--- config.mk ---
export PLATFORM = sky130hd
export DESIGN_NAME = udt_state_req_arbiter
export DESIGN_NICKNAME = d
export VERILOG_FILES = /design/src/rtl/udt_state_pkg.sv /design/src/rtl/udt_rr_arb4.sv /design/src/rtl/udt_state_req_arbiter.sv
export SDC_FILE = /design/constraint.sdc
export NUM_CORES = 1
export LEC_CHECK = 0
export BUFFER_PORTS_ARGS = -buffer_cell sky130_fd_sc_hd__buf_4
export CAP_MARGIN = 20
export CORE_MARGIN = 2
export CORE_UTILIZATION = 49
export DETAILED_ROUTE_END_ITERATION = 8
export PLACE_DENSITY = 0.89
export SYNTH_ARGS = -nofsm -noshare
export SYNTH_HDL_FRONTEND = slang
export SYNTH_HIERARCHICAL = 1
export SYNTH_SLANG_ARGS = --single-unit
export TNS_END_PERCENT = 20
--- constraint.sdc ---
create_clock -name core_clk -period 2.3 [get_ports core_clk]
set_input_delay 0.345 -clock core_clk [delete_from_list [all_inputs] [get_ports core_clk]]
set_output_delay 0.345 -clock core_clk [all_outputs]
set_load 0.005 [all_outputs]
--- src/rtl/udt_state_pkg.sv ---
// rtl/udt_state_pkg.sv - shared socket state codes, source indices, FSM encoding and helpers
// Purpose: common definitions for the UDT state request arbiter and its users.
// Ports: none (package).
package udt_state_pkg;

    localparam logic [7:0] ST_INIT       = 8'h00;
    localparam logic [7:0] ST_LISTENING  = 8'h01;
    localparam logic [7:0] ST_CONNECTING = 8'h02;
    localparam logic [7:0] ST_CONNECTED  = 8'h04;
    localparam logic [7:0] ST_CLOSING    = 8'h08;
    localparam logic [7:0] ST_SHUTDOWN   = 8'h10;
    localparam logic [7:0] ST_BROCKEN    = 8'h20;

    localparam logic [2:0] SRC_LISTEN   = 3'd0;
    localparam logic [2:0] SRC_CONNECT  = 3'd1;
    localparam logic [2:0] SRC_CLOSE    = 3'd2;
    localparam logic [2:0] SRC_SHUTDOWN = 3'd3;
    localparam logic [2:0] SRC_BROCKEN  = 3'd4;

    typedef enum logic {
        FSM_IDLE  = 1'b0,
        FSM_ISSUE = 1'b1
    } arb_fsm_e;

    // Requested target state for each source.
    function automatic logic [7:0] udt_state_code(input logic [2:0] src);
        case (src)
            SRC_LISTEN:   return ST_LISTENING;
            SRC_CONNECT:  return ST_CONNECTING;
            SRC_CLOSE:    return ST_CLOSING;
            SRC_SHUTDOWN: return ST_SHUTDOWN;
            SRC_BROCKEN:  return ST_BROCKEN;
            default:      return ST_INIT;
        endcase
    endfunction

    // Whether a request from src is allowed while the socket is in state cur.
    function automatic logic udt_state_legal(input logic [2:0] src, input logic [7:0] cur);
        case (src)
            SRC_LISTEN,
            SRC_CONNECT:  return (cur == ST_INIT);
            SRC_CLOSE:    return (cur == ST_LISTENING) || (cur == ST_CONNECTING) ||
                                 (cur == ST_CONNECTED);
            SRC_SHUTDOWN: return (cur == ST_CLOSING);
            SRC_BROCKEN:  return (cur == ST_CONNECTING) || (cur == ST_CONNECTED) ||
                                 (cur == ST_CLOSING);
            default:      return 1'b0;
        endcase
    endfunction

    // 16-bit saturating increment.
    function automatic logic [15:0] sat_inc16(input logic [15:0] v);
        return (v == 16'hFFFF) ? v : v + 16'd1;
    endfunction

endpackage

--- src/rtl/udt_rr_arb4.sv ---
// rtl/udt_rr_arb4.sv - 4-way round-robin grant with pointer update
// Purpose: picks one of four requesters, searching upward from the stored pointer.
// Ports:
//   clk, rst    clock, synchronous active-high reset (pointer -> 0)
//   req_i[3:0]  request vector
//   adv_i       commit this cycle's grant: pointer moves to winner+1
//   gnt_o[3:0]  one-hot grant (combinational)
//   gnt_idx_o   index of the granted requester
//   gnt_any_o   some requester is granted
module udt_rr_arb4 (
    input  logic       clk,
    input  logic       rst,
    input  logic [3:0] req_i,
    input  logic       adv_i,
    output logic [3:0] gnt_o,
    output logic [1:0] gnt_idx_o,
    output logic       gnt_any_o
);

    logic [1:0] ptr_q, ptr_d;
    logic [1:0] cand;
    logic       found;
    logic [1:0] found_idx;

    always_comb begin
        found     = 1'b0;
        found_idx = ptr_q;
        cand      = ptr_q;
        for (int i = 0; i < 4; i++) begin
            cand = ptr_q + 2'(i);
            if (!found && req_i[cand]) begin
                found     = 1'b1;
                found_idx = cand;
            end
        end
        gnt_any_o = found;
        gnt_idx_o = found_idx;
        gnt_o     = found ? (4'b0001 << found_idx) : 4'b0000;
        ptr_d     = ptr_q;
        if (adv_i && found) begin
            ptr_d = found_idx + 2'd1;
        end
    end

    always_ff @(posedge clk) begin
        if (rst) begin
            ptr_q <= 2'd0;
        end else begin
            ptr_q <= ptr_d;
        end
    end

endmodule

--- src/rtl/udt_state_req_arbiter.sv ---
// rtl/udt_state_req_arbiter.sv - arbitrates socket state-change requests toward the state manager
// Purpose: grants one request at a time (BROCKEN first, others round-robin), checks it against
//   the tracked socket state, and issues legal ones over a valid/ready channel with a timeout.
// Optional feature: macro STATE_ARB_STATS_EN adds saturating grant/reject/timeout counters.
// Ports:
//   core_clk, core_rst    clock, synchronous active-high reset
//   req_valid_i[4:0]      [0]LISTEN [1]CONNECT [2]CLOSE [3]SHUTDOWN [4]BROCKEN
//   req_ready_o[4:0]      one-hot accept, combinational in IDLE
//   evt_state_o[7:0]      one-hot requested state code
//   evt_valid_o           event valid
//   evt_ready_i           state manager accepts event
//   udt_state_i[31:0]     state from state manager ([7:0] used)
//   udt_state_valid_i     udt_state_i valid
//   udt_state_ready_o     always 1
//   cur_state_o[7:0]      tracked socket state
//   reject_o, timeout_o   1-cycle pulses
//   busy_o                FSM not idle
//   stat_clr_i, stat_grant_cnt_o[79:0], stat_reject_cnt_o[15:0], stat_timeout_cnt_o[15:0]
//                         (STATE_ARB_STATS_EN only)
module udt_state_req_arbiter
    import udt_state_pkg::*;
#(
    parameter int TIMEOUT_CYC = 1000,
    parameter int TMR_W       = 16
) (
    input  logic        core_clk,
    input  logic        core_rst,
    input  logic [4:0]  req_valid_i,
    output logic [4:0]  req_ready_o,
    output logic [7:0]  evt_state_o,
    output logic        evt_valid_o,
    input  logic        evt_ready_i,
    input  logic [31:0] udt_state_i,
    input  logic        udt_state_valid_i,
    output logic        udt_state_ready_o,
    output logic [7:0]  cur_state_o,
    output logic        reject_o,
    output logic        timeout_o,
    output logic        busy_o
`ifdef STATE_ARB_STATS_EN
    ,
    input  logic        stat_clr_i,
    output logic [79:0] stat_grant_cnt_o,
    output logic [15:0] stat_reject_cnt_o,
    output logic [15:0] stat_timeout_cnt_o
`endif
);

    arb_fsm_e         state_q, state_d;
    logic [2:0]       idx_q, idx_d;
    logic [TMR_W-1:0] timer_q, timer_d;
    logic [7:0]       cur_state_q, cur_state_d;
    logic             reject_q, reject_d;
    logic             timeout_q, timeout_d;

    logic [3:0]       rr_gnt;
    logic [1:0]       rr_idx;
    logic             rr_any;
    logic             rr_adv;
    logic             grant;
    logic [2:0]       grant_idx;
    logic [23:0]      udt_state_hi_unused;

    assign udt_state_hi_unused = udt_state_i[31:8];

    // BROCKEN pre-empts the round-robin, so only commit the pointer when it is absent.
    assign rr_adv = (state_q == FSM_IDLE) && !req_valid_i[SRC_BROCKEN];

    udt_rr_arb4 u_rr (
        .clk       (core_clk),
        .rst       (core_rst),
        .req_i     (req_valid_i[3:0]),
        .adv_i     (rr_adv),
        .gnt_o     (rr_gnt),
        .gnt_idx_o (rr_idx),
        .gnt_any_o (rr_any)
    );

    always_comb begin
        state_d     = state_q;
        idx_d       = idx_q;
        timer_d     = timer_q;
        reject_d    = 1'b0;
        timeout_d   = 1'b0;
        req_ready_o = 5'b00000;
        grant       = 1'b0;
        grant_idx   = idx_q;
        // The state manager is authoritative; legality below still uses the registered value.
        cur_state_d = udt_state_valid_i ? udt_state_i[7:0] : cur_state_q;

        case (state_q)
            FSM_IDLE: begin
                timer_d = '0;
                if (req_valid_i[SRC_BROCKEN]) begin
                    grant       = 1'b1;
                    grant_idx   = SRC_BROCKEN;
                    req_ready_o = 5'b10000;
                end else if (rr_any) begin
                    grant       = 1'b1;
                    grant_idx   = {1'b0, rr_idx};
                    req_ready_o = {1'b0, rr_gnt};
                end
                if (grant) begin
                    idx_d = grant_idx;
                    if (udt_state_legal(grant_idx, cur_state_q)) begin
                        state_d = FSM_ISSUE;
                    end else begin
                        reject_d = 1'b1;
                    end
                end
            end
            FSM_ISSUE: begin
                // A handshake on the last allowed cycle takes precedence over the timeout.
                if (evt_ready_i) begin
                    state_d = FSM_IDLE;
                    timer_d = '0;
                end else if (timer_q == TMR_W'(TIMEOUT_CYC - 1)) begin
                    state_d   = FSM_IDLE;
                    timer_d   = '0;
                    timeout_d = 1'b1;
                end else begin
                    timer_d = timer_q + TMR_W'(1);
                end
            end
            default: state_d = FSM_IDLE;
        endcase
    end

    always_ff @(posedge core_clk) begin
        if (core_rst) begin
            state_q     <= FSM_IDLE;
            idx_q       <= 3'd0;
            timer_q     <= '0;
            cur_state_q <= ST_INIT;
            reject_q    <= 1'b0;
            timeout_q   <= 1'b0;
        end else begin
            state_q     <= state_d;
            idx_q       <= idx_d;
            timer_q     <= timer_d;
            cur_state_q <= cur_state_d;
            reject_q    <= reject_d;
            timeout_q   <= timeout_d;
        end
    end

    assign evt_valid_o       = (state_q == FSM_ISSUE);
    assign evt_state_o       = evt_valid_o ? udt_state_code(idx_q) : 8'h00;
    assign busy_o            = (state_q != FSM_IDLE);
    assign cur_state_o       = cur_state_q;
    assign reject_o          = reject_q;
    assign timeout_o         = timeout_q;
    assign udt_state_ready_o = 1'b1;

`ifdef STATE_ARB_STATS_EN
    logic [4:0][15:0] grant_cnt_q, grant_cnt_d;
    logic [15:0]      reject_cnt_q, reject_cnt_d;
    logic [15:0]      timeout_cnt_q, timeout_cnt_d;

    always_comb begin
        grant_cnt_d   = grant_cnt_q;
        reject_cnt_d  = reject_cnt_q;
        timeout_cnt_d = timeout_cnt_q;
        if (stat_clr_i) begin
            grant_cnt_d   = '0;
            reject_cnt_d  = '0;
            timeout_cnt_d = '0;
        end else begin
            if (grant) begin
                grant_cnt_d[grant_idx] = sat_inc16(grant_cnt_q[grant_idx]);
            end
            if (reject_d) begin
                reject_cnt_d = sat_inc16(reject_cnt_q);
            end
            if (timeout_d) begin
                timeout_cnt_d = sat_inc16(timeout_cnt_q);
            end
        end
    end

    always_ff @(posedge core_clk) begin
        if (core_rst) begin
            grant_cnt_q   <= '0;
            reject_cnt_q  <= '0;
            timeout_cnt_q <= '0;
        end else begin
            grant_cnt_q   <= grant_cnt_d;
            reject_cnt_q  <= reject_cnt_d;
            timeout_cnt_q <= timeout_cnt_d;
        end
    end

    assign stat_grant_cnt_o   = grant_cnt_q;
    assign stat_reject_cnt_o  = reject_cnt_q;
    assign stat_timeout_cnt_o = timeout_cnt_q;
`endif

endmodule

==> results, run 1 <==
- The detailed-route via count is 1538.
- Cells fill between 60 and 70% of the core in the end.
- For the worst-skew pair, the clock arrives at the later sink with an insertion delay of roughly 0.33 ns.
- In the routed design, unresolved DRC markers number 0.
- The post-synthesis instance area is 1790 um2.
- The worst setup path is launched from a flop.
- The remaining antenna violation count after routing is 0.
- The number of cells on the worst reg-to-reg path is 9.
- CTS built an H-tree with a depth of 2.
- The area taken by flip-flops and latches is around 640 um2.
- The first global-routing pass estimated 6030 um of wire.
- Together, buffers and inverters on the worst path number 1.
- Setup repair after global routing could not meet its margin everywhere.
- The cell sitting at the root of the clock tree is a sky130_fd_sc_hd__clkbuf_4.
- The initialized floorplan defines 21 standard-cell rows.
- The final setup TNS is 0 ns.
- The delay of the slowest cell on the worst path is between 0.4 and 0.5 ns.
- The largest clock skew in the final design is 0.0110 ns.
- The largest net degree at the start of global routing is 18.
- The multi-input combinational cells in the finished layout cover a total of 1060 um2.
- Pin placement for this block handled 67 I/O pins.
- The number of hold violations in the final report is 0.
- In this run the worst path has a maximum fanout of 8.
- The critical path endpoint category is an output port.
- The slowest library cell on the worst path is sky130_fd_sc_hd__dfxtp_2.
- The critical path in this run is classified as flop to output port.
- Timing would allow up to 0.440 GHz.
- The average wire per cell in the routed design is 12.1 um.
- The slack of the worst reg-to-reg path is roughly 0.16 ns.
- For this block, the routed nets add up to 3520 um of wire.
- After layout, the minimum clock period comes to 2.27 ns.
- The number of setup violations in the final report is 0.
- The number of antenna violations at the first check in global routing came to 0.
- The synthesized netlist cell count is 203.
- The worst min-delay path endpoint is cur_state_o[1].
- The region available for standard cell placement spans 3420 um2.
- For this design the static power due to leakage is 0.946 nW.
- The critical hold path startpoint is udt_state_i[1].
- The HPWL after detailed placement is between 2000 and 3000 um.
- The cell family contributing the most delay on the critical path is compound AO/OA/AOI/OAI gates.
- The via count of the first global-routing pass is 1399.
- Across the VDD grid, the largest voltage drop is 0.000314 V.
- The final net count is 290.
- The layout overhead on the synthesized area is 22.4%.
- The run finished with clean final reports.
- The count of pins over their slew limit was 0.
- For this run, the leading register cell type out of synthesis is sky130_fd_sc_hd__dfxtp_1.
- The endpoint of the lowest-slack register-to-register path is reject_o.
- The startpoint of the worst register-to-register path is u_rr/ptr_q[1].
- For this run the aggregate overflow at the end of global routing stands at 0.
- The number of optimization iterations in the first detailed-route pass is 4.
- The number of warnings reported in the yosys synthesis log is 6.
- The synthesized netlist contains 49 unique library cells.
- The count of maximum capacitance violations is 0.
- In the final layout, the share of cells above drive strength 1 is 27.8%.
- Data arrives at the worst endpoint at 1.93 ns.
- The routability-driven placement congestion ratio is 0.831.
- The number of cells traversed by the worst hold path is 3.
- The detail-routed via count per cell is 5.29.
- The number of buffers between clock root and the deepest sink is 2.
- The critical path goes through a21oi_1, o22a_1, o22a_2, ha_1, nor2b_1, and3_1, buf_4.
- The number of antenna diodes in the final layout is 0.
- The number of fill cells in the layout is a little under 300.
- Of the available clock period, the critical path in the final layout requires 98.7%.
- In this run, CTS created clock tree buffers numbering 5.
- The height of the die is 64.5 um.
- The class of the most critical hold timing path is input pin to flop.
- The clock-pin slew of the registers on the worst-case setup and hold paths is 0.10 ns.
- The number of port buffers is 38.
- In this run the horizontal extent of the chip is 64.5 um.
- The number of sinks handled by clock tree synthesis is 32.
- In this run, synthesis produced a sequential element count of 32.
- TritonCTS built the clock tree.
- The data required time of the critical path is 1.96 ns.
- For this run, asynchronously set or reset flops after synthesis account for 0%.
- The number of synthesized flops with an enable pin is 0.
- For this run, the register share of the synthesized area comes to a little over a third.
- For this run, the number of standard cells in the final layout without fillers is 291.
- The overall routing resource usage is 18.1%.
- The effective utilization at floorplan is 52.4%.
- The total instance count after detailed placement is 280.
- The first routing iteration left ~110 violations.
- The mean area per synthesized cell is 8.82 um2.
- The die area is between 4000 and 5000 um2.
- Dividing total power by cell area gives a power density of slightly below 600 nW/um2.
## metal layers
metal | wire length [um] | global-route usage [%] | part of all wire, % | up-vias
met4 | 55 | 4.79 | 1.6 | 0
met3 | 257 | 4.69 | 7.3 | 7
met5 | 0 | 0 | 0 | -
met2 | 1700 | 31.8 | 48 | 58
li1 | - | - | - | 779
met1 | 1510 | 21.9 | 43 | 694
## cell families after synthesis
| logic type | count (synthesis) | synth area share [%] |
|---|---|---|
| other | 2 | 0.419 |
| AND/OR/NAND/NOR | 88 | 27.4 |
| AO/OA/AOI/OAI | 30 | 13.2 |
| multiplexers | 10 | 5.87 |
| buffers and inverters | 20 | 6.01 |
| adder cells (fa/ha/maj) | 5 | 3.49 |
| flip-flops | 32 | 35.8 |
| XOR/XNOR | 16 | 7.83 |
## how the worst max path moves through the flow
stage	from	endpoint	slack, ns	depth (start not counted)
floorplan	req_valid_i[1]	reject_o	0.35	9
CTS	u_rr/ptr_q[1]	req_ready_o[2]	0.01	7
detailed placement	req_valid_i[0]	req_ready_o[3]	0.20	8
global route	u_rr/ptr_q[1]	req_ready_o[2]	-0.05	7
finish	u_rr/ptr_q[1]	req_ready_o[3]	0.03	7
global placement	req_valid_i[0]	req_ready_o[3]	0.20	8
## stage by stage
stage | setup WS (ns) | power, mW | hold slack [ns] | instance area [um2]
6_report | 0.0294 | 1.29 | 0.243 | 2190
5_1_grt | -0.0508 | 1.36 | 0.239 | 2190
2_1_floorplan | 0.346 | 0.775 | 0.415 | 1800
3_5_place_dp | 0.202 | 0.863 | 0.438 | 2080
4_1_cts | 0.0119 | 1.28 | 0.236 | 2160
3_3_place_gp | 0.204 | 0.856 | 0.431 | 2080
## worst register-to-register path, cell delays in order (launching register included)
cell                      delay [ns]
sky130_fd_sc_hd__dfxtp_2        0.41
sky130_fd_sc_hd__a21oi_1        0.11
sky130_fd_sc_hd__o22a_1         0.22
sky130_fd_sc_hd__o22a_2         0.28
sky130_fd_sc_hd__buf_4          0.15
sky130_fd_sc_hd__a211o_1        0.28
sky130_fd_sc_hd__a21oi_1        0.12
sky130_fd_sc_hd__mux2_4         0.16
sky130_fd_sc_hd__a41oi_2        0.13
sky130_fd_sc_hd__nor3b_2        0.17
## cell type report
cell class	count	share of cell area, %
Inverter	9	1.54
Clock inverter	3	1.94
Multi-Input combinational cell	153	48.2
Timing Repair Buffer	43	14.7
Tap cell	46	2.63
Clock buffer	5	1.71
Sequential cell	32	29.3
## synthesized netlist by cell type, types with 3 or more instances
library cell	count	area share (%)
sky130_fd_sc_hd__nand2_1	7	1.5
sky130_fd_sc_hd__nand4_1	4	1.4
sky130_fd_sc_hd__nor2b_1	9	3.1
sky130_fd_sc_hd__and3_1	5	1.7
sky130_fd_sc_hd__dfxtp_1	32	36
sky130_fd_sc_hd__buf_4	6	2.5
sky130_fd_sc_hd__inv_1	9	1.9
sky130_fd_sc_hd__o21ai_0	3	0.84
sky130_fd_sc_hd__mux2i_1	9	5.0
sky130_fd_sc_hd__xor2_1	12	5.9
sky130_fd_sc_hd__xnor2_1	4	2.0
sky130_fd_sc_hd__nor3_1	4	1.1
sky130_fd_sc_hd__a31oi_1	3	1.0
sky130_fd_sc_hd__nor2_1	36	7.5
sky130_fd_sc_hd__nand2b_1	3	1.0
sky130_fd_sc_hd__ha_1	5	3.5
sky130_fd_sc_hd__a21oi_1	7	2.0
sky130_fd_sc_hd__nand3_1	5	1.4
## state kept, by name, indices dropped and copies added, names as in the netlist
register / flops
busy_o: 1
cur_state_o: 8
timeout_o: 1
u_rr/ptr_q: 2
timer_q: 16
reject_o: 1
idx_q: 3
## layout by cell type (no fill, tap or decap), types with 3 or more instances in the layout
cell                       synthesis  final
sky130_fd_sc_hd__nor2_1           36     36
sky130_fd_sc_hd__nor2b_1           9      9
sky130_fd_sc_hd__nor3_1            4      4
sky130_fd_sc_hd__conb_1            2      4
sky130_fd_sc_hd__nand4_1           4      4
sky130_fd_sc_hd__ha_1              5      5
sky130_fd_sc_hd__and3_1            5      5
sky130_fd_sc_hd__nand2_1           7      7
sky130_fd_sc_hd__dfxtp_1          32     31
sky130_fd_sc_hd__xor2_1           12     12
sky130_fd_sc_hd__inv_1             9      9
sky130_fd_sc_hd__nand2b_1          3      3
sky130_fd_sc_hd__mux2i_1           9      9
sky130_fd_sc_hd__buf_4             6     43
sky130_fd_sc_hd__a21oi_1           7      7
sky130_fd_sc_hd__a31oi_1           3      3
sky130_fd_sc_hd__clkbuf_4          0      5
sky130_fd_sc_hd__xnor2_1           4      4
sky130_fd_sc_hd__nand3_1           5      5
## timing repair
item | 4_1_cts | 5_1_grt
resized for setup | 1 | 3
hold buffers | 0 | 0
setup buffers | 0 | 3
pin swaps | 0 | 1
endpoints found under the setup margin | 4 | 4
## report_power, final
part,switching (mW),leakage [nW],internal [mW],total (mW)
Combinational,0.119,0.644,0.139,0.259
Clock,0.190,0.0412,0.227,0.417
Sequential,0.0336,0.261,0.577,0.611
Total,0.343,0.946,0.943,1.29
No activity file was read; power rests on OpenSTA's default activity.
==> run 2, diff against run 1 <==
CORE_MARGIN = unset   (was 2)
==> results, run 2 (same netlist as run 1, synthesis figures left out) <==
- The run finished with clean final reports.
- The area growth from synthesis to layout is 24.5%.
- The number of hold violations in the final report was 0.
- The clock-pin slew of the registers on the worst-case setup and hold paths is roughly 0.11 ns.
- The clock passes through at most 2 buffers.
- The clock network latency to the later pin of the worst-skew pair is 0.33 ns.
- In the final routed layout, each cell accounts on average for 12.5 um.
- The detailed-route via count is 1528.
- The antenna diode instance count is 0.
- The floorplan step set the die width to approximately 62 um.
- The final worst setup slack is 0.0296 ns.
- timer_q holds more flip-flops than any other register.
- The register with the most flip-flops in the layout has 16 of them.
- The power spent charging and discharging nets is around 0.36 mW.
- The clock net in this run drives a total of 32 sinks.
- The number of antenna violations at the first check in global routing is 0.
- In this run the clock root is driven by a sky130_fd_sc_hd__clkbuf_4.
- The routed wire length is 3650 um.
- In this run the count of I/O pins placed on the die edge is 67.
- The core outline area is 3420 um2.
- Between clock sinks in the finished design, the worst skew comes to between 0.008 and 0.009 ns.
- Registers take 644 um2.
- Cell internal power was estimated by the tool at 0.951 mW.
- The die area is 3900 um2.
- Summing all multi-input logic gate instances after layout gives ~1100 um2.
- In this run the core area contains 21 standard-cell rows.
- The number of optimization iterations in the first detailed-route pass is 4.
- The layout cell share with drive strength beyond 1 is 30.1%.
- Counting I/O delays and the setup requirement, the final critical path takes 2.27 ns.
- The tool flagged a number of max-cap violations equal to 0.
- Setup repair after global routing could not meet its margin everywhere.
- The total DRC errors in the routed layout is 0.
- In this run the worst path has a maximum fanout of 6.
- The area after detailed placement is between 2000 and 2500 um2.
- The post-placement worst setup slack is 0.150 ns.
- The floorplan step set the die height to 62.5 um.
- The number of buffers created by CTS is 5.
- Using the TritonRoute via totals, the vias-per-cell ratio works out to between 5 and 6.
- The half-perimeter wire length after placement is 2480 um.
- The wire length of the first global-routing pass is between 5000 and 6000 um.
- The data required time of the critical path is about 2.0 ns.
- The worst register-to-register path has a depth of 10.
- The effective utilization at floorplan is a little over half.
- The routability-driven placement congestion ratio is 0.813.
- Setup violations remaining at the end of the flow were counted as 0.
- The overall routing resource usage is 19.1%.
- Power spread over the standard cell area amounts to 587 nW/um2.
- At the worst endpoint, the arrival time is 1.93 ns.
- The final net count is between 200 and 300.
- In the layout the commonest cells are sky130_fd_sc_hd__buf_4 (44), sky130_fd_sc_hd__nor2_1 (36), sky130_fd_sc_hd__dfxtp_1 (31), sky130_fd_sc_hd__xor2_1 (12).
- For this run, the top clock speed supported by timing is 0.440 GHz.
- The class of the most critical hold timing path is input pin to flop.
- The final instance area is 2230 um2.
- TritonCTS built the clock tree.
- In this run the static leakage power is 0.951 nW.
- The worst-case IR drop observed on VDD is about 0.00038 V.
- The layout has 279 filler cells.
- For this run, the share of the core covered by cells in the final layout is 65.2%.
- In this run the number of H-tree levels came out at 2.
- Net switching is approximately 27% of the power.
- After clock tree synthesis, the flow added hold-fix buffers numbering 0.
- The number of cells traversed by the worst hold path is 3.
- The clock network is responsible for ~32% of the overall power.
- The final setup TNS is 0 ns.
- The final cycle utilization of the critical path is 98.7%.
- The type of element launching the critical path is a flop.
- The count of pins over their slew limit is 0.
- Sequential cells burn 46.7% of the power.
- The count of nets left with antenna violations once routing finished came out at 0.
- The kind of critical path is flop to output port.
- Combinational cells account for 21.0% of the total power.
- The library cell used most frequently in the layout, excluding fill and tap cells, is sky130_fd_sc_hd__buf_4.
- The number of port buffers is 38.
- The aggregate global routing overflow is 0.
- The number of DRC violations after detailed-routing iteration 0 is 75.
- The critical path endpoint category is an output port.
- Entering global routing, the biggest net connects 18 pins.
- The via count of the first global-routing pass is 1412.
run 2: changes by cell type in the layout (fill, tap and decap cells not counted), sizes merged:
cell  delta
buf      +1
run 2: what timing repair did:
item,in CTS,in global routing
endpoints found under the hold margin,0,0
setup endpoints to repair,4,4
pin swaps,0,4
buffers inserted,0,4
resized for setup,2,10
run 2: layer usage:
layer | track usage, % | share of wire (%) | up-vias | wire length [um]
li1 | - | - | 780 | -
met1 | 21.8 | 45 | 698 | 1630
met2 | 33.4 | 49 | 43 | 1790
met3 | 6.20 | 4.8 | 7 | 175
met4 | 6.40 | 1.2 | 0 | 44
met5 | 0 | 0 | - | 0
run 2: path summary, 6_finish.rpt:
kind                          to  slack [ns]           start
setup reg to reg        reject_o        0.06   u_rr/ptr_q[1]
hold / removal    cur_state_o[5]        0.24  udt_state_i[5]
hold reg to reg       timer_q[0]        0.46      timer_q[0]
setup / recovery  req_ready_o[3]        0.03   u_rr/ptr_q[1]
run 2: power groups by stage:
stage          Clock (mW)  Combinational [mW]  Sequential [mW]
2_1_floorplan           0               0.162            0.613
3_3_place_gp            0               0.234            0.621
3_5_place_dp            0               0.240            0.622
4_1_cts             0.431               0.242            0.610
5_1_grt             0.460               0.302            0.615
6_report            0.421               0.275            0.611
run 2: final cells by class:
type | count | area share (%)
sequential | 32 | 28.9
inverter | 9 | 1.52
timing repair buffer | 44 | 14.8
clock buffer | 5 | 1.68
multi-input combinational | 153 | 48.6
clock inverter | 3 | 1.91
tap | 46 | 2.58
run 2: worst max-delay path: stages, from the launching register on:
cell and delay [ns]:
sky130_fd_sc_hd__dfxtp_4 0.38, sky130_fd_sc_hd__nor3b_2 0.15, sky130_fd_sc_hd__o22a_1 0.18, sky130_fd_sc_hd__o22a_2 0.31
sky130_fd_sc_hd__ha_2 0.19, sky130_fd_sc_hd__nor2b_1 0.12, sky130_fd_sc_hd__and3_1 0.15, sky130_fd_sc_hd__buf_4 0.13
run 2: metrics by stage:
| step | std cells | total power [mW] | hold slack (ns) |
|---|---|---|---|
| after global routing | 292 | 1.38 | 0.231 |
| after global placement | 280 | 0.855 | 0.430 |
| final | 292 | 1.31 | 0.240 |
| after CTS | 288 | 1.28 | 0.233 |
| after detailed placement | 280 | 0.862 | 0.444 |
| after floorplan | 205 | 0.775 | 0.415 |
==> run 3, diff against run 2 <==
ABC_AREA = 1   (was unset)
CORE_MARGIN = 2   (was unset)
CORE_UTILIZATION = 51   (was 49)
==> results, run 3 <==
- The run finished, with violations left.
- The checks that failed: negative setup slack.
- After layout, the worst path uses 111% of the clock period.
- The mean area per synthesized cell is 6.45 um2.
- In this run the register-to-register setup slack is -0.18 ns.
- Hold is met by 0.240 ns.
- In this run the number of H-tree levels came out at 2.
- The cell family contributing the most delay on the critical path is simple AND/OR/NAND/NOR gates.
- The class of the most critical hold timing path is input pin to flop.
- STA classifies the critical path startpoint as a flop.
- Global routing consumed, over all layers together, 21.0% of the routing resources.
- The final setup TNS is -1.25 ns.
- The number of setup violations in the final report is 6.
- The clock network latency to the later pin of the worst-skew pair is between 0.2 and 0.3 ns.
- The height of the die is about 70 um.
- The worst hold path passes through 2 cells.
- The half-perimeter wire length after placement is ~3500 um.
- The remaining antenna violation count after routing is 0.
- The critical path endpoint category is an output port.
- The highest clock rate is 0.391 GHz.
- The detailed-route via count is ~2200.
- The number of optimization iterations in the first detailed-route pass is 4.
- The final instance area is 2770 um2.
- The number of DRC violations after detailed-routing iteration 0 is 149.
- The first global-routing pass estimated around 7600 um of wire.
- Clock tree synthesis inserted a total of 5 buffers.
- The data required time of the critical path is 1.96 ns.
- By count the netlist is led by sky130_fd_sc_hd__nand2_1 (84), sky130_fd_sc_hd__nor2_1 (50), sky130_fd_sc_hd__inv_1 (45).
- The aggregate global routing overflow is 0.
- Counting buffers and inverters, the worst setup path is 16 cells deep.
- The detail-routed via count per cell is 5.12.
- The largest single stage delay on the critical path is 0.38 ns.
- The tree is rooted in a sky130_fd_sc_hd__clkbuf_8.
- The length in cells of the worst reg-to-reg path is 21.
- The number of sinks handled by clock tree synthesis is 32.
- The number of synthesized flops with an enable pin is 0.
- The async set or reset register ratio after synthesis is 0%.
- The number of placement rows is 23.
- The routed wire length is 5290 um.
- After detailed routing, the number of remaining DRC violations is 0.
- Summed over all instances, the cell type with the most area after synthesis is sky130_fd_sc_hd__dfxtp_1.
- The average wire per cell in the routed design is 12.2 um.
- The worst setup path is of the flop to output port kind.
- The region available for standard cell placement spans 4030 um2.
- The number of hold buffers added after CTS was 0.
- Buffers placed on the I/O ports in this run total 38.
- The flop and latch count out of synthesis is 32.
- The die boundary width is 69.0 um.
- The fraction of the yosys area taken by sequential cells is slightly below 30%.
- IR analysis of the VDD net gives a maximum drop of 0.000507 V.
- For this configuration, the core starts out at a cell density of a little over half.
- Counting distinct cell types in the post-synthesis netlist gives 34.
- In the post-synthesis netlist, the cell with the most instances is sky130_fd_sc_hd__nand2_1.
- For this design the top-level I/O count stands at 67.
- The clock-pin slew of the registers on the worst-case setup and hold paths is 0.06 ns.
- The clock period minus final worst setup slack is approximately 2.6 ns.
- The final net count is 427.
- The cell area that synthesis handed to floorplanning was 2150 um2.
- Along the worst path, the maximum fanout reaches 6.
- The layout cell share with drive strength beyond 1 is 31.9%.
- On the critical path, the stage with the largest delay is an instance of sky130_fd_sc_hd__dfxtp_4.
- At the worst endpoint, the arrival time is 2.22 ns.
- The leading register cell type out of synthesis is sky130_fd_sc_hd__dfxtp_1.
- The flip-flop count of the largest register, all copies and words added is 16.
- timer_q holds more flip-flops than any other register.
- The die area is 4760 um2.
- The number of warnings reported in the yosys synthesis log is 6.
- Setup repair after global routing could not meet its margin everywhere.
- The number of buffers and inverters on the critical path is 4.
- The cell count after synthesis came out at 334.
- The top cell type by area accounts for 29.7% of the synthesized area.
- Once placement finished, the instance area stood at 2460 um2.
- The number of hold violations in the final report came to 0.
- The power density over cell area is around 1100 nW/um2.
- The count of pins over their slew limit was 0.
- The number of antenna violations at the first check in global routing was 0.
- Clock skew on the completed layout was measured at about 0.009 ns.
- The commonest non-fill, non-tap cell in the layout is sky130_fd_sc_hd__nand2_1.
- The via count of the first global-routing pass was ~1900.
- Walking the worst path, the cells encountered are buf_6, nand2_2, nand3_2, nand2_4, nand3b_1, nand2_1, nand2_2, nand2_1, nand2_1, nand2_2, ha_4, inv_1, nor2_2, inv_1, nor2_1, buf_4.
- The largest net degree at the start of global routing is 18.
- The library cells used most frequently in the layout, excluding fill and tap cells, are sky130_fd_sc_hd__nand2_1 (70), sky130_fd_sc_hd__nor2_1 (49), sky130_fd_sc_hd__buf_4 (45), sky130_fd_sc_hd__inv_1 (44), sky130_fd_sc_hd__dfxtp_1 (30).
- By area the synthesized netlist is led by sky130_fd_sc_hd__dfxtp_1 (30%), sky130_fd_sc_hd__nand2_1 (15%), sky130_fd_sc_hd__nor2_1 (8.7%), sky130_fd_sc_hd__inv_1 (7.8%), sky130_fd_sc_hd__nand2_2 (3.8%).
- The final worst setup slack is -0.260 ns.
- The routability-driven placement congestion ratio is 0.881.
- The count of maximum capacitance violations is 0.
- The number of antenna diodes in the final layout is 0.
- For this design the static power due to leakage is 1.28 nW.
- The TritonCTS clock tree is yes.
- In this run the deepest clock path goes through 2 buffers.
- Relative to the synthesized area, the layout overhead comes to 28.5%.
## run 3: changes by cell type after synthesis, moves of 11 or more
cell,before,now
sky130_fd_sc_hd__nand2_2,0,13
sky130_fd_sc_hd__inv_1,9,45
sky130_fd_sc_hd__nand2_1,7,84
sky130_fd_sc_hd__o21ai_0,3,14
sky130_fd_sc_hd__nor2_1,36,50
## run 3: what timing repair did
item                                    CTS  global route
gates resized for setup                  19            24
pin swaps                                 6            15
endpoints found under the setup margin    4             6
buffers inserted                          4             1
## run 3: report_power, final
part | internal, mW | switching [mW] | total [mW]
combinational | 0.678 | 1.02 | 1.70
clock | 0.321 | 0.212 | 0.533
sequential | 0.614 | 0.0664 | 0.681
## run 3: logic make-up (layout without fill, tap and decap cells)
logic type	count (synthesis)	count (layout)	share of synthesized area, %
AO/OA/AOI/OAI	32	32	8.13
AND/OR/NAND/NOR	201	201	45.5
buffers and inverters	60	106	12.5
flip-flops	32	32	29.7
other	2	4	0.349
adder cells (fa/ha/maj)	5	5	2.90
XOR/XNOR	2	2	0.813
## run 3: area by class of cell
class | instances | area [um2]
multi-input cells | 244 | 1390
fillers | 322 | 1260
flip-flops and latches | 32 | 648
repair buffers | 47 | 360
inverters | 51 | 203
clock buffers | 6 | 72.6
well taps | 50 | 62.6
clock inverters | 2 | 35.0
## run 3: worst paths after layout
path,to,from
setup / recovery,req_ready_o[2],u_rr/ptr_q[0]
hold / removal,timeout_o,evt_ready_i
setup reg to reg,busy_o,u_rr/ptr_q[0]
hold reg to reg,timer_q[15],timer_q[15]
## run 3: stage by stage
stage	util [%]	cells	setup slack, ns	power [mW]
floorplan	-	336	0.367	1.59
global placement	61.2	419	0.158	1.84
detailed placement	61.2	419	0.0887	1.88
CTS	66.0	431	-0.111	2.61
global route	68.7	432	-0.364	3.11
finish	68.7	432	-0.260	2.91
## run 3: metal layers
layer  wire, um  GRT usage [%]  part of all wire (%)  vias to the layer above
met4        126           10.3                   2.4                        0
met2       2740           36.4                    52                       58
li1           -              -                     -                     1127
met5          0              0                     0                        -
met3        222           4.06                   4.2                       14
met1       2200           24.5                    42                     1013
